`config.mk`:
```
export PLATFORM = sky130hd
export DESIGN_NAME = mux_scan_sequencer_flat
export DESIGN_NICKNAME = d
export VERILOG_FILES = /design/src/rtl/mux_scan_sequencer_if.sv /design/src/rtl/mux_scan_sequencer.sv /design/src/flat_wrapper.sv
export SDC_FILE = /design/constraint.sdc
export NUM_CORES = 1
export LEC_CHECK = 0
export CAP_MARGIN = 10
export CORE_MARGIN = 5
export CORE_UTILIZATION = 54
export DETAILED_ROUTE_END_ITERATION = 7
export GPL_ROUTABILITY_DRIVEN = 1
export PLACE_DENSITY = 0.91
export SKIP_CTS_REPAIR_TIMING = 1
export SYNTH_ARGS = -nofsm -noshare
export SYNTH_HDL_FRONTEND = slang
export SYNTH_SLANG_ARGS = --single-unit
export TNS_END_PERCENT = 10
```
`constraint.sdc`:
```
create_clock -name clk -period 4.05 [get_ports clk]
set_input_delay 0.81 -clock clk [delete_from_list [all_inputs] [get_ports clk]]
set_output_delay 0.81 -clock clk [all_outputs]
set_load 0.005 [all_outputs]
```
`src/rtl/mux_scan_sequencer_if.sv`:
```
// Load handshake and mux-drive bundle between a word producer and the scan sequencer.
// The sequencer takes the slave side; the producer/mux side takes the master side.
interface mux_scan_sequencer_if #(
    parameter int SEL_W = 3,
    parameter int DIV_W = 8
) ();
    localparam int N = 2 ** SEL_W;

    logic [N-1:0]     data;
    logic [DIV_W-1:0] div;
    logic             load_valid;
    logic             load_ready;
    logic             hold;
    logic [N-1:0]     word;
    logic [SEL_W-1:0] sel;
    logic             str;
    logic             step;
    logic             done;
    logic             busy;

    modport master (
        output data, div, load_valid, hold,
        input  load_ready, word, sel, str, step, done, busy
    );

    modport slave (
        input  data, div, load_valid, hold,
        output load_ready, word, sel, str, step, done, busy
    );
endinterface

```
`src/rtl/mux_scan_sequencer.sv`:
```
// Parallel-to-serial scan sequencer driving the select/strobe pins of a 2**SEL_W:1 mux.
// Accepts a word in IDLE, steps sel through every bit at div+1 clocks per bit, pulses done.
module mux_scan_sequencer #(
    parameter int SEL_W = 3,
    parameter int DIV_W = 8
) (
    input  logic               clk,
    input  logic               rst_n,
    mux_scan_sequencer_if.slave bus
);
    localparam int N = 2 ** SEL_W;
    localparam logic [SEL_W-1:0] SEL_LAST = SEL_W'(N - 1);

    typedef enum logic [1:0] {
        IDLE = 2'd0,
        RUN  = 2'd1,
        DONE = 2'd2
    } state_t;

    state_t           state_q, state_d;
    logic [N-1:0]     word_q, word_d;
    logic [DIV_W-1:0] div_q, div_d;
    logic [DIV_W-1:0] cnt_q, cnt_d;
    logic [SEL_W-1:0] sel_q, sel_d;
    logic             step_q, step_d;
    logic             done_q, done_d;
    logic             str_q, str_d;
    logic             busy_q, busy_d;
    logic             ready_q, ready_d;

    always_comb begin
        state_d = state_q;
        word_d  = word_q;
        div_d   = div_q;
        cnt_d   = cnt_q;
        sel_d   = sel_q;
        step_d  = 1'b0;
        done_d  = 1'b0;

        case (state_q)
            IDLE: begin
                sel_d = '0;
                if (bus.load_valid) begin
                    word_d  = bus.data;
                    div_d   = bus.div;
                    cnt_d   = bus.div;
                    step_d  = 1'b1;
                    state_d = RUN;
                end
            end
            RUN: begin
                // cnt reloads at zero instead of wrapping, so a bit lasts div_q+1 cycles
                if (!bus.hold) begin
                    if (cnt_q != '0) begin
                        cnt_d = cnt_q - DIV_W'(1);
                    end else if (sel_q != SEL_LAST) begin
                        sel_d  = sel_q + SEL_W'(1);
                        cnt_d  = div_q;
                        step_d = 1'b1;
                    end else begin
                        sel_d   = '0;
                        done_d  = 1'b1;
                        state_d = DONE;
                    end
                end
            end
            DONE: begin
                state_d = IDLE;
            end
            default: begin
                state_d = IDLE;
            end
        endcase

        // Status outputs are registered copies of the next-state decode.
        ready_d = (state_d == IDLE);
        busy_d  = (state_d != IDLE);
        str_d   = (state_d != RUN);
    end

    always_ff @(posedge clk or negedge rst_n) begin
        if (!rst_n) begin
            state_q <= IDLE;
            word_q  <= '0;
            div_q   <= '0;
            cnt_q   <= '0;
            sel_q   <= '0;
            step_q  <= 1'b0;
            done_q  <= 1'b0;
            str_q   <= 1'b1;
            busy_q  <= 1'b0;
            ready_q <= 1'b1;
        end else begin
            state_q <= state_d;
            word_q  <= word_d;
            div_q   <= div_d;
            cnt_q   <= cnt_d;
            sel_q   <= sel_d;
            step_q  <= step_d;
            done_q  <= done_d;
            str_q   <= str_d;
            busy_q  <= busy_d;
            ready_q <= ready_d;
        end
    end

    assign bus.load_ready = ready_q;
    assign bus.word       = word_q;
    assign bus.sel        = sel_q;
    assign bus.str        = str_q;
    assign bus.step       = step_q;
    assign bus.done       = done_q;
    assign bus.busy       = busy_q;
endmodule

```
`src/flat_wrapper.sv`:
```
// flat-port wrapper written by rule: the top's interface ports become plain ports
module mux_scan_sequencer_flat 
#(
    parameter int SEL_W = 3,
    parameter int DIV_W = 8
)
  (clk, rst_n, bus_data, bus_div, bus_load_valid, bus_hold, bus_load_ready, bus_word, bus_sel, bus_str, bus_step, bus_done, bus_busy);
  mux_scan_sequencer_if #(.SEL_W(SEL_W), .DIV_W(DIV_W)) bus_i ();
  input  logic clk;
  input  logic rst_n;
  input wire logic [$bits(bus_i.data)-1:0] bus_data;
  input wire logic [$bits(bus_i.div)-1:0] bus_div;
  input wire logic [$bits(bus_i.load_valid)-1:0] bus_load_valid;
  input wire logic [$bits(bus_i.hold)-1:0] bus_hold;
  output wire logic [$bits(bus_i.load_ready)-1:0] bus_load_ready;
  output wire logic [$bits(bus_i.word)-1:0] bus_word;
  output wire logic [$bits(bus_i.sel)-1:0] bus_sel;
  output wire logic [$bits(bus_i.str)-1:0] bus_str;
  output wire logic [$bits(bus_i.step)-1:0] bus_step;
  output wire logic [$bits(bus_i.done)-1:0] bus_done;
  output wire logic [$bits(bus_i.busy)-1:0] bus_busy;
  assign bus_i.data = bus_data;
  assign bus_i.div = bus_div;
  assign bus_i.load_valid = bus_load_valid;
  assign bus_i.hold = bus_hold;
  assign bus_load_ready = bus_i.load_ready;
  assign bus_word = bus_i.word;
  assign bus_sel = bus_i.sel;
  assign bus_str = bus_i.str;
  assign bus_step = bus_i.step;
  assign bus_done = bus_i.done;
  assign bus_busy = bus_i.busy;
  mux_scan_sequencer #(.SEL_W(SEL_W), .DIV_W(DIV_W)) u_core (.clk(clk), .rst_n(rst_n), .bus(bus_i));
endmodule
```
==> results.sh <==
export IMPL_outcome="completed"
export IMPL_grt_pass1_wl_mm=5.82
export IMPL_synth_area_um2=1670
export IMPL_cp_required_ps=4290
export IMPL_root_buffer="clkbuf_4"
export IMPL_start_util_pct=55.5
export IMPL_first_global_vias=1356
export IMPL_powerDensity_nw_per_um2=477
export IMPL_port_buffers=35
export IMPL_boundaryPins=36
export IMPL_std_cell_rows=20
export IMPL_yosysMostFrequentCell="nand2_1"
export IMPL_nets=243
export IMPL_ys_seq_area_share_pct=51.2
export IMPL_synth_async_reset_ratio_pct=100
export IMPL_ir_drop_uv=271
export IMPL_holdPathStages=2
export IMPL_place_ws_ps=1560
export IMPL_clkSlewWorstSetupHoldPaths_ps=100
export IMPL_setup_viol=0
export IMPL_timing_worst_setup_path_type="input port to flop"
export IMPL_grt_setup_unrepaired="false"
export IMPL_post_dp_hpwl_mm=2.38
export IMPL_drt_iter0_drc=68
export IMPL_track_usage_pct=17.7
export IMPL_fmax_mhz=462
export IMPL_synth_edf_count=0
export IMPL_slowest_stage="clkdlybuf4s50_1"
export IMPL_maxCapViolCount=0
export IMPL_worstReg2RegStart="u_core.cnt_q[0]"
export IMPL_ff2ff_path_depth=6
export IMPL_diodes=0
export IMPL_via_count=1403
export IMPL_fillers=251
export IMPL_report_final_hold_viol_count=0
export IMPL_setup_slack_ps=1880
export IMPL_r2r_end="u_core.cnt_q[6]"
export IMPL_grt_max_degree=35
export IMPL_syn_inst=184
export IMPL_crit_fanout=14
export IMPL_areaGrowthSynthToFinish_pct=26.3
export IMPL_ys_warn_count=0
export IMPL_clock_latency_ps=340
export IMPL_ys_flop_type="dfrtp_1"
export IMPL_globalplace_congestion=0.864
export IMPL_synth_nets=207
export IMPL_drt_vias_per_instance=5.52
export IMPL_hp_class="flop to flop"
export IMPL_die_x_um=65.6
export IMPL_p_leak_nw=0.959
export IMPL_arrival_ps=2410
export IMPL_finClkSkew_ps=6.06
export IMPL_route_detailed_drc=0
export IMPL_ys_types=44
export IMPL_worst_slew_pin_transition_ps=834
export IMPL_drive_gt1_share_pct=8.14
export IMPL_maxSlewHeadroom_pct=44.2
export IMPL_h_tree_depth=2
export IMPL_grt_antenna_before_repair=0
export IMPL_min_to="u_core.bus.word[5]"
export IMPL_final_area_um2=2110
export IMPL_cts_tree="yes"
export IMPL_r2r_setup_slack_ps=1890
export IMPL_hp_start="u_core.bus.word[5]"
export IMPL_wire_per_inst_um=13.6
export IMPL_yosys_top_cells_count="nand2_1, dfrtp_1, nor2_1, a21oi_1, o21ai_0"
export IMPL_ys_top_cells_by_area="dfrtp_1, nand2_1, dfstp_2"
export IMPL_endpoint_kind="flop"
export IMPL_overflow=0
export IMPL_cts_buffers=5
export IMPL_fp_dieH_um=65.6
export IMPL_ys_ff_latch=34
export IMPL_first_pass_iters=4
export IMPL_dieArea_um2=4300
export IMPL_synth_avg_cell_area_um2=9.06
export IMPL_core_um2=3000
export IMPL_yosysTopAreaCell="dfrtp_1"
export IMPL_slowest_delay_ps=480
export IMPL_ant_nets=0
export IMPL_synth_top_area_share_pct=48.0
export IMPL_drt_total_wl_mm=3.45
export IMPL_worstSetupStartpointType="input port"
export IMPL_tns_ps=0
export IMPL_cts_sinks=34
export IMPL_period_minus_slack_ps=2170
export IMPL_cts_buffer_depth=2
export IMPL_finalCritPeriodShare_pct=53.5
export IMPL_placed_area_um2=2030
export IMPL_path_cells="clkdlybuf4s50_1 > o21bai_1 > a21o_1 > a31oi_4 > o21ai_0 > a22o_1"
export IMPL_final_max_slew_violation_count=0
==> stage by stage <==
| step | cells | power, W | utilization, % | hold slack [ps] |
|---|---|---|---|---|
| after floorplan | 184 | 0.000666 | - | 440 |
| after global placement | 246 | 0.000770 | 67.5 | 458 |
| after detailed placement | 246 | 0.000783 | 67.5 | 463 |
| after CTS | 254 | 0.00102 | 70.2 | 487 |
| after global routing | 254 | 0.00108 | 70.2 | 510 |
| final | 254 | 0.00100 | 70.2 | 482 |
==> cell type report <==
type / instances / area [um2] / area share, %
timing repair buffer: 37 / 365 / 17.3
inverter: 7 / 26.3 / 1.25
clock buffer: 8 / 78.8 / 3.74
tap: 33 / 41.3 / 1.96
sequential: 34 / 853 / 40.5
multi-input combinational: 135 / 742 / 35.2
==> worst max path at each step <==
stage / startpoint / to / slack, ps / depth (start not counted)
floorplan: u_core.bus.sel[0] / u_core.cnt_q[0] / 2140 / 7
global placement: bus_hold / u_core.cnt_q[0] / 1610 / 6
detailed placement: bus_load_valid / u_core.cnt_q[4] / 1560 / 6
CTS: u_core.bus.str / bus_str / 1870 / 1
global route: u_core.cnt_q[0] / u_core.cnt_q[6] / 1810 / 6
finish: bus_load_valid / u_core.cnt_q[4] / 1880 / 6
==> sequential cells by signal (all words and copies together) (netlist names) <==
register               flops
u_core.bus.sel             3
u_core.bus.done            1
u_core.bus.str             1
u_core.cnt_q               8
u_core.bus.load_ready      1
u_core.bus.busy            1
u_core.state_q             2
u_core.bus.word            8
u_core.div_q               8
u_core.bus.step            1
==> layer usage <==
layer | GRT usage (%) | vias to the layer above | share of wire, %
met4 | 10.1 | 0 | 1.7
met3 | 4.44 | 5 | 6.4
met5 | 0 | - | 0
li1 | - | 698 | -
met2 | 28.6 | 45 | 47
met1 | 21.5 | 655 | 45
==> power by group <==
| part | switching [W] | internal, W | total (W) |
|---|---|---|---|
| combinational | 0.000122 | 0.000160 | 0.000282 |
| sequential | 0.0000839 | 0.000410 | 0.000494 |
| clock | 0.000110 | 0.000119 | 0.000228 |
| total | 0.000316 | 0.000688 | 0.00100 |
==> critical path, delay by kind of cell <==
family                 cells  cell delay, ps
buffers and inverters      1             480
AO/OA/AOI/OAI              5            1100
==> cell usage in the layout, fill, tap and decap left out, types with 2 or more instances in the layout <==
cell | synthesis | final
nand2_1 | 57 | 57
clkdlybuf4s50_1 | 0 | 35
dfrtp_1 | 32 | 32
nor2_1 | 12 | 12
a21oi_1 | 9 | 9
o21ai_0 | 9 | 9
inv_1 | 7 | 7
nand3_1 | 7 | 7
clkbuf_4 | 0 | 5
o22ai_1 | 3 | 3
ha_1 | 3 | 3
clkbuf_8 | 0 | 3
nand2b_1 | 2 | 2
o21ai_1 | 2 | 2
and3_1 | 2 | 2
a22o_1 | 2 | 2
a31oi_1 | 2 | 2
a211oi_1 | 2 | 2
buf_4 | 1 | 2
dfstp_2 | 2 | 2
==> cells by family after synthesis <==
logic type               count (synthesis)  synth area share [%]
multiplexers                             2                  1.28
flip-flops                              34                  51.2
adder cells (fa/ha/maj)                  3                  2.25
AND/OR/NAND/NOR                         92                  25.8
buffers and inverters                   15                  4.35
XOR/XNOR                                 1                 0.525
AO/OA/AOI/OAI                           37                  14.6
Note: power is estimated with default switching activity, not from simulation.
